<file path="src/rtl/uart_pkg.sv">
// ASCII constants, parser state encoding and byte classifiers for ascii_number_parser.
package uart_pkg;

  localparam logic [7:0] ASCII_ZERO  = 8'h30;
  localparam logic [7:0] ASCII_NINE  = 8'h39;
  localparam logic [7:0] ASCII_LF    = 8'h0A;
  localparam logic [7:0] ASCII_CR    = 8'h0D;
  localparam logic [7:0] ASCII_COMMA = 8'h2C;
  localparam logic [7:0] ASCII_SPACE = 8'h20;
  localparam logic [7:0] ASCII_MINUS = 8'h2D;

  typedef enum logic {
    IDLE = 1'b0,
    NUM  = 1'b1
  } parser_state_e;

  function automatic logic is_digit(input logic [7:0] b);
    return (b >= ASCII_ZERO) && (b <= ASCII_NINE);
  endfunction

  function automatic logic is_eol(input logic [7:0] b);
    return (b == ASCII_LF) || (b == ASCII_CR);
  endfunction

  function automatic logic is_delim(input logic [7:0] b);
    return is_eol(b) || (b == ASCII_COMMA) || (b == ASCII_SPACE);
  endfunction

endpackage

</file>
<file path="src/rtl/parser_fifo.sv">
// Small synchronous FIFO: push/full on the write side, valid/ready on the read side.
module parser_fifo #(
  parameter int unsigned WIDTH = 8,
  parameter int unsigned DEPTH = 4
) (
  input  logic             clock,
  input  logic             reset,
  input  logic             push,
  input  logic [WIDTH-1:0] push_data,
  output logic             full,
  output logic             pop_valid,
  input  logic             pop_ready,
  output logic [WIDTH-1:0] pop_data
);

  localparam int unsigned PTR_W = $clog2(DEPTH);
  localparam int unsigned CNT_W = PTR_W + 1;

  logic [WIDTH-1:0] mem_q [DEPTH];
  logic [WIDTH-1:0] mem_d [DEPTH];
  logic [PTR_W-1:0] wr_ptr_q, wr_ptr_d;
  logic [PTR_W-1:0] rd_ptr_q, rd_ptr_d;
  logic [CNT_W-1:0] cnt_q, cnt_d;
  logic             do_push;
  logic             do_pop;

  assign full      = (cnt_q == CNT_W'(DEPTH));
  assign pop_valid = (cnt_q != '0);
  assign pop_data  = mem_q[rd_ptr_q];
  assign do_pop    = pop_valid && pop_ready;
  // A full FIFO still accepts a push when the head leaves in the same cycle.
  assign do_push   = push && (!full || do_pop);

  // Next-state for storage, pointers and occupancy.
  always_comb begin
    mem_d    = mem_q;
    wr_ptr_d = wr_ptr_q;
    rd_ptr_d = rd_ptr_q;
    cnt_d    = cnt_q;
    if (do_push) begin
      mem_d[wr_ptr_q] = push_data;
      wr_ptr_d        = wr_ptr_q + PTR_W'(1);
    end
    if (do_pop) begin
      rd_ptr_d = rd_ptr_q + PTR_W'(1);
    end
    if (do_push && !do_pop) begin
      cnt_d = cnt_q + CNT_W'(1);
    end else if (!do_push && do_pop) begin
      cnt_d = cnt_q - CNT_W'(1);
    end
  end

  // Storage is reset too so the head reads zero while reset is held.
  always_ff @(posedge clock or negedge reset) begin
    if (!reset) begin
      for (int i = 0; i < int'(DEPTH); i++) begin
        mem_q[i] <= '0;
      end
      wr_ptr_q <= '0;
      rd_ptr_q <= '0;
      cnt_q    <= '0;
    end else begin
      mem_q    <= mem_d;
      wr_ptr_q <= wr_ptr_d;
      rd_ptr_q <= rd_ptr_d;
      cnt_q    <= cnt_d;
    end
  end

endmodule

</file>
<file path="src/rtl/ascii_number_parser.sv">
// Parses decimal ASCII tokens from a byte stream into unsigned values queued in a FIFO.
// Optional macro ASCII_NUMBER_PARSER_NEG_EN enables a leading '-' for two's-complement output.
module ascii_number_parser
  import uart_pkg::*;
#(
  parameter int unsigned VAL_W      = 32,
  parameter int unsigned FIFO_DEPTH = 4
) (
  input  logic             clock,
  input  logic             reset,
  input  logic             rx_strobe,
  input  logic [7:0]       rx_byte,
  output logic             out_valid,
  input  logic             out_ready,
  output logic [VAL_W-1:0] out_value,
  output logic             out_eol,
  output logic             out_sat,
  output logic             drop_err,
  output logic             char_err
);

  localparam int unsigned EXT_W  = VAL_W + 4;
  localparam int unsigned FIFO_W = VAL_W + 2;

  parser_state_e    state_q, state_d;
  logic [VAL_W-1:0] acc_q, acc_d;
  logic             sat_q, sat_d;
  logic             char_err_q, char_err_d;
  logic             drop_err_q, drop_err_d;
`ifdef ASCII_NUMBER_PARSER_NEG_EN
  logic             neg_q, neg_d;
`endif

  logic [3:0]        digit_c;
  logic [EXT_W-1:0]  acc_ext_c;
  logic              ovf_c;
  logic              push_c;
  logic              push_eol_c;
  logic [VAL_W-1:0]  push_value_c;
  logic [FIFO_W-1:0] push_data_c;
  logic [FIFO_W-1:0] pop_data_c;
  logic              fifo_full_c;

  assign digit_c   = 4'(rx_byte - ASCII_ZERO);
  assign acc_ext_c = EXT_W'(acc_q) * EXT_W'(4'd10) + EXT_W'(digit_c);
  assign ovf_c     = |acc_ext_c[EXT_W-1:VAL_W];

  // Token FSM: advances only on strobed bytes.
  always_comb begin
    state_d    = state_q;
    acc_d      = acc_q;
    sat_d      = sat_q;
    char_err_d = 1'b0;
    push_c     = 1'b0;
    push_eol_c = 1'b0;
`ifdef ASCII_NUMBER_PARSER_NEG_EN
    neg_d      = neg_q;
`endif
    if (rx_strobe) begin
      if (is_digit(rx_byte)) begin
        if (state_q == IDLE) begin
          state_d = NUM;
          acc_d   = VAL_W'(digit_c);
          sat_d   = 1'b0;
        end else if (sat_q || ovf_c) begin
          acc_d = '1;
          sat_d = 1'b1;
        end else begin
          acc_d = acc_ext_c[VAL_W-1:0];
        end
      end else if (is_delim(rx_byte)) begin
        if (state_q == NUM) begin
          push_c     = 1'b1;
          push_eol_c = is_eol(rx_byte);
          state_d    = IDLE;
          acc_d      = '0;
          sat_d      = 1'b0;
`ifdef ASCII_NUMBER_PARSER_NEG_EN
          neg_d      = 1'b0;
`endif
        end
`ifdef ASCII_NUMBER_PARSER_NEG_EN
      end else if ((rx_byte == ASCII_MINUS) && (state_q == IDLE)) begin
        neg_d = 1'b1;
`endif
      end else begin
        char_err_d = 1'b1;
        state_d    = IDLE;
        acc_d      = '0;
        sat_d      = 1'b0;
`ifdef ASCII_NUMBER_PARSER_NEG_EN
        neg_d      = 1'b0;
`endif
      end
    end
  end

  // Value pushed into the FIFO, negated when a leading minus was seen.
  always_comb begin
`ifdef ASCII_NUMBER_PARSER_NEG_EN
    if (neg_q) begin
      push_value_c = sat_q ? {1'b1, {(VAL_W-1){1'b0}}} : (~acc_q + VAL_W'(1));
    end else begin
      push_value_c = acc_q;
    end
`else
    push_value_c = acc_q;
`endif
  end

  assign push_data_c = {push_value_c, push_eol_c, sat_q};

  // Sticky drop flag: set when a completed number finds the FIFO full and not draining.
  always_comb begin
    drop_err_d = drop_err_q;
    if (push_c && fifo_full_c && !(out_valid && out_ready)) begin
      drop_err_d = 1'b1;
    end
  end

  // Parser state and error flags.
  always_ff @(posedge clock or negedge reset) begin
    if (!reset) begin
      state_q    <= IDLE;
      acc_q      <= '0;
      sat_q      <= 1'b0;
      char_err_q <= 1'b0;
      drop_err_q <= 1'b0;
`ifdef ASCII_NUMBER_PARSER_NEG_EN
      neg_q      <= 1'b0;
`endif
    end else begin
      state_q    <= state_d;
      acc_q      <= acc_d;
      sat_q      <= sat_d;
      char_err_q <= char_err_d;
      drop_err_q <= drop_err_d;
`ifdef ASCII_NUMBER_PARSER_NEG_EN
      neg_q      <= neg_d;
`endif
    end
  end

  parser_fifo #(
    .WIDTH (FIFO_W),
    .DEPTH (FIFO_DEPTH)
  ) u_fifo (
    .clock     (clock),
    .reset     (reset),
    .push      (push_c),
    .push_data (push_data_c),
    .full      (fifo_full_c),
    .pop_valid (out_valid),
    .pop_ready (out_ready),
    .pop_data  (pop_data_c)
  );

  assign out_value = pop_data_c[FIFO_W-1:2];
  assign out_eol   = pop_data_c[1];
  assign out_sat   = pop_data_c[0];
  assign char_err  = char_err_q;
  assign drop_err  = drop_err_q;

endmodule

</file>
<file path="config.mk">
export PLATFORM = sky130hd
export DESIGN_NAME = ascii_number_parser
export DESIGN_NICKNAME = d
export VERILOG_FILES = /design/src/rtl/uart_pkg.sv /design/src/rtl/parser_fifo.sv /design/src/rtl/ascii_number_parser.sv
export SDC_FILE = /design/constraint.sdc
export NUM_CORES = 1
export LEC_CHECK = 0
export ABC_AREA = 1
export BUFFER_PORTS_ARGS = -buffer_cell sky130_fd_sc_hd__buf_2
export CAP_MARGIN = 20
export CORE_MARGIN = 2
export CORE_UTILIZATION = 55
export DETAILED_ROUTE_END_ITERATION = 7
export HOLD_SLACK_MARGIN = 0.03
export MAX_ROUTING_LAYER = met4
export PLACE_DENSITY = 0.72
export SYNTH_ARGS = -nofsm -noshare
export SYNTH_HDL_FRONTEND = slang
export SYNTH_SLANG_ARGS = --single-unit
</file>
<file path="constraint.sdc">
create_clock -name clock -period 4.28 [get_ports clock]
set_input_delay 0.428 -clock clock [delete_from_list [all_inputs] [get_ports clock]]
set_output_delay 0.428 -clock clock [all_outputs]
set_load 0.05 [all_outputs]
</file>
Word level (Yosys, flattened, before mapping):

Cells that the tools add are included.

* add/subtract/negate cells: 6
* multiply operators: 1
* div/mod/pow operators: 0
* magnitude comparators: 5
* equal/unequal tests: 7
* shifts and indexed selects: 0
* multiplexer cells: 30
* bitwise operators: 2
* reductions and logical operators: 21

Operators with widths (number)
* 32-bit 2-to-1 mux: 5
* 136-bit bitwise mux: 1
* 34-bit 2-to-1 mux: 3
* 34-bit binary-select mux with 2-bit select: 1
* 34-bit demux with 2-bit select: 1
* 36-bit by 4-bit adder with 36-bit output: 1
* 32-bit by 3-bit multiplier with 35-bit output (second input constant): 1
* 1-bit 2-to-1 mux: 17
* 8-bit by 4-bit == test with 1-bit output (second input constant): 2
* 8-bit by 6-bit == test with 1-bit output (second input constant): 2
* 8-bit by 6-bit >= comparator with 1-bit output (second input constant): 1
* 8-bit by 6-bit <= comparator with 1-bit output (second input constant): 1
* 1-bit logical AND: 8
* 3-bit >= comparator (second input constant): 2
* 3-bit 2-to-1 mux: 2
* 2-bit NOT with 3-bit output: 2
* 1-bit logical OR: 5
* 2-bit by 1-bit adder with 2-bit output (second input constant): 2
* 4-bit OR reduction: 1
* 4-bit by 1-bit subtractor with 4-bit output (second input constant): 1
* 3-bit by 1-bit adder with 3-bit output (second input constant): 1
* 3-bit == test (second input constant): 1
* 1-bit logical NOT: 3
* 3-bit by 1-bit less-than comparator with 1-bit output (second input constant): 1
* other kinds (7): 7

* register bits after elaboration: 179
* latch bits: 0
* memory bits (writable): 0
* ROM bits: 0
* output and inout bits: 37
* logic and storage cells: 84
* memories kept: 0

Logic depth before layout (Yosys ltp):

* depth after elaboration: 12
* mapped depth: 26

By module:

A second synthesis with hierarchy kept.

* cell total of the unflattened synthesis: 1798
* area total of the unflattened synthesis: 12565.8 µm²

By module, submodules not included
* parser_fifo: times used 1, cells each 846, area each 7070.5 µm², seq. area each 3578.4 µm²
* ascii_number_parser: times used 1, cells each 952, area each 5495.3 µm², seq. area each 900.9 µm²

Least setup slack after synthesis:

OpenSTA, ideal clock, no wires.

* path kind: register to register
* from: reg acc_q[3]
* to: reg acc_q[28]
* setup time: 0.125 ns
* arrival time: 3.223 ns
* data required time: 4.155 ns
* setup slack: 0.932 ns
* stages on the path, launching flop included: 22
* buffers on the path: 1
* cell sequence: dfrtp_1 ha_1 ha_1 inv_1 fa_1 nor2_1 nand3_2 nor2_2 nand3_1 nor2_2 nand2_2 nor2_4 nand3_4 nor2_8 nand3_2 o21ai_2 nand2_1 nor2_2 nand2_1 nand2_2 buf_6 nand3_2

* word-level cells in the longest chain between the ends: 7

Ends and longest elaborated chain
* from (decl): RTL line ascii_number_parser.sv:26 `logic [VAL_W-1:0] acc_q, acc_d;`
* from (signal assigned): RTL line ascii_number_parser.sv:125 `acc_q <= '0;`
* from (signal assigned): RTL line ascii_number_parser.sv:134 `acc_q <= acc_d;`
* 32-bit by 3-bit multiplier with 35-bit output (*): RTL line ascii_number_parser.sv:45 `assign acc_ext_c = EXT_W'(acc_q) * EXT_W'(4'd10) + EXT_W'(digit_c);`
* 36-bit by 4-bit adder with 36-bit output (*): RTL line ascii_number_parser.sv:45
* 4-bit OR reduction: RTL line ascii_number_parser.sv:46 `assign ovf_c = |acc_ext_c[EXT_W-1:VAL_W];`
* 1-bit logical OR: RTL line ascii_number_parser.sv:65 `end else if (sat_q || ovf_c) begin`
* 32-bit 2-to-1 mux (*): RTL line ascii_number_parser.sv:65
* 32-bit 2-to-1 mux (*): RTL line ascii_number_parser.sv:61 `if (state_q == IDLE) begin`
* 32-bit 2-to-1 mux (*): RTL line ascii_number_parser.sv:60 `if (is_digit(rx_byte)) begin`

Mark *: on every way between the ends. The rest lies on a longest branch, timed or not.
A chain may end at the register's enable or synchronous reset.

Worst setup path after layout:

* from: reg acc_q[3]
* to: reg acc_q[19]

The elaborated chain is that of the path after synthesis.

==> out/results.tsv <==
metric	value	unit
crit_path_cell_trace	ha_1, ha_1, inv_1, fa_1, nor2_2, nand3_2, nor2_1, nand2_1, nor2_2, nand3_1, nor2_1, nand3_2, inv_2, nand2_1, nor2_1, nand3_1, nand2_1, nand2_1, nor2_2, buf_6, nand3_1, nand2_1, nand2_1	
final-hold-violation-count	0	
crit_slowest_cell	dfrtp_2	
finalSetupTns	0	ns
tightestPinTransition	0.989	ns
final_nets	1865	
synthArstFlopShare	1.00	
globalplace.congestion	0.908	
initial_core_util	0.562	
synthCells	1757	
rsz0062_at_grt	no	
yosys_most_used_dff	dfrtp_1	
clock_skew	0.00863	ns
vias_per_cell	5.39	
pre_cts_ws	0.335	ns
grt_pass1_wl	53600	µm
end_kind	register	
synth_common_cells	nand2_1, dfrtp_1, inv_1	
cts_tree	built	
setup_viol	0	
syn_area_per_cell	6.75	µm²
synth_edf_count	0	
die_x	151	µm
drv_slew	0	
cts.path.max_buffers	2	
seqCellArea	4480	µm²
r2r_slack	0.40	ns
slew-limit-headroom	0.341	
grt_pass1_vias	10593	
grt.total_usage	0.310	
syn2layout_area_growth	10.1	%
power_density	428	nW/µm²
max_freq	0.258	GHz
crit_path_start_kind	register	
synth_fp_nets	1840	
multiInputGateArea	6470	µm²
cts.sinks	179	
clk_latency	0.43	ns
crit_top_cell	nand2_1	
antenna_found_initial	0	
outcome	finished, final reports clean	
worstHoldPathType	in2async	
drt-initial-drc-count	878	
cap_violations	0	
synth_top_cell_area_share	0.378	
num_rows	53	
cts_htree_levels	4	
p_leak	7.43	nW
dr_total_vias	11163	
insertedDiodeCount	0	
syn_area	11900	µm²
cp_data_required_time	4.59	ns
clkTransAtPathRegs	0.07	ns
irDropWorstVdd	0.000340	V
numCtsBuffers	17	
path_buf_inv	3	
period_share	0.907	
yosysTopAreaCell	dfrtp_1	
fin_ws	0.398	ns
grt_max_degree	106	
hpwl	23300	µm
cts_root_buf	clkbuf_16	
core-area	21100	µm²
port_buffers	48	
drive_above_1_share	0.0797	
yosys_warnings	0	
fp.dieArea	22700	µm²
wl	32700	µm
routedWlPerCell	15.8	µm
ys_types	40	
path_class	reg2reg	
utilization	0.619	
yosysMostFrequentCell	nand2_1	
slowest_delay	0.48	ns
drc	0	
fill_cells	1982	
die_y	151	µm
ioPinCount	49	
ant_nets	0	
grt_overflow	0	
first_pass_iters	5	
ys_seq_elements	179	
reg2reg_depth	23	
yosys-top-cells-area	dfrtp_1, nand2_1, ha_1	
regToRegStartpoint	acc_q[3]$_DFFE_PN0P_	
yosysSeqAreaShare	0.378	
critPathArrivalTime	4.19	ns
finalCriticalPeriod	3.88	ns
timing.rr.end	acc_q[19]$_DFFE_PN0P_	
crit_family	simple AND/OR/NAND/NOR gates	
cp_max_fo	21	
cp_num_cells	23	
## placed cells by master (no fill, tap or decap), drive strengths merged, types with 3 or more instances in the layout
master  synthesis  final
o21bai          3      3
fa              3      3
buf            11     62
a21oi          27     27
xor2           15     15
ha             68     68
clkbuf         45     20
inv           176    177
xnor2           7      7
clkinv          5      9
o22ai          35     35
nand4          14     14
nand3b          3      3
nor3           11     11
bufinv          0      7
dfrtp         179    179
nand2         762    762
nor2          164    164
o21ai         113    113
nand3         108    108
## logic make-up (layout without fill, tap and decap cells)
logic type,Yosys count,after routing,synth area share
buf+inv,237,275,0.0769
mux,1,1,0.000950
flops,179,179,0.378
compound gates,183,183,0.0841
xor+xnor,22,22,0.0163
fa+ha+maj,71,71,0.0768
simple gates,1064,1064,0.367
## sequential cells by signal, indices dropped and copies added (netlist names)
signal and count:
acc_q 32, sat_q 1, drop_err 1, state_q 1, u_fifo.cnt_q 3, char_err 1
u_fifo.mem_q 136, u_fifo.rd_ptr_q 2, u_fifo.wr_ptr_q 2
## report_power, final
part           internal [W]  total (W)  leakage, nW  switching (W)
Sequential          0.00172    0.00174         2.47      0.0000231
Clock               0.00119    0.00185        0.345       0.000655
Combinational      0.000449    0.00199         4.61        0.00154
## layer usage
| layer | part of all wire | wire length (µm) | vias up | track usage |
|---|---|---|---|---|
| met5 | 0 | 0 | - | - |
| met4 | 0.017 | 560 | 0 | 0.0734 |
| met3 | 0.050 | 1630 | 32 | 0.0389 |
| met2 | 0.48 | 15700 | 309 | 0.513 |
| met1 | 0.45 | 14800 | 5243 | 0.409 |
| li1 | - | - | 5579 | - |
## worst register-to-register path, stage by stage (launching register included)
cell     delay (ns)
dfrtp_2        0.48
ha_1           0.30
ha_1           0.25
inv_1          0.09
fa_1           0.45
nor2_2         0.17
nand3_2        0.11
nor2_1         0.19
nand2_1        0.09
nor2_2         0.16
nand3_1        0.12
nor2_1         0.15
nand3_2        0.15
inv_2          0.09
nand2_1        0.09
nor2_1         0.10
nand3_1        0.07
nand2_1        0.08
nand2_1        0.06
nor2_2         0.12
buf_6          0.20
nand3_1        0.11
nand2_1        0.07
nand2_1        0.06
## worst max path at each step
stage,from,to,slack (ns)
CTS,acc_q[3]$_DFFE_PN0P_,acc_q[17]$_DFFE_PN0P_,0.30
detailed placement,acc_q[3]$_DFFE_PN0P_,acc_q[17]$_DFFE_PN0P_,0.34
floorplan,acc_q[3]$_DFFE_PN0P_,acc_q[28]$_DFFE_PN0P_,0.93
global route,acc_q[3]$_DFFE_PN0P_,acc_q[17]$_DFFE_PN0P_,0.03
finish,acc_q[3]$_DFFE_PN0P_,acc_q[19]$_DFFE_PN0P_,0.40
global placement,acc_q[3]$_DFFE_PN0P_,acc_q[19]$_DFFE_PN0P_,0.40
## cell type report
cell class / instances / area share
timing repair buffer: 62 / 0.0282
multi-input combinational: 1341 / 0.496
sequential: 179 / 0.343
tap: 275 / 0.0264
inverter: 181 / 0.0521
clock buffer: 20 / 0.0350
clock inverter: 12 / 0.0192
## through the flow
stage               hold WS, ns  area [µm²]  power, W  cells
floorplan                 0.132       11900   0.00326   1757
global placement          0.458       12300   0.00375   2038
detailed placement        0.460       12300   0.00376   2038
CTS                       0.160       13000   0.00560   2070
global route              0.211       13100   0.00581   2070
finish                    0.127       13100   0.00558   2070
## timing repair
action | 4_1_cts | 5_1_grt
resized for setup | 0 | 4
hold buffers | 0 | 0
endpoints found under the setup margin | 0 | 33
buffers inserted | 0 | 0
(Power assumes the default switching activity.)
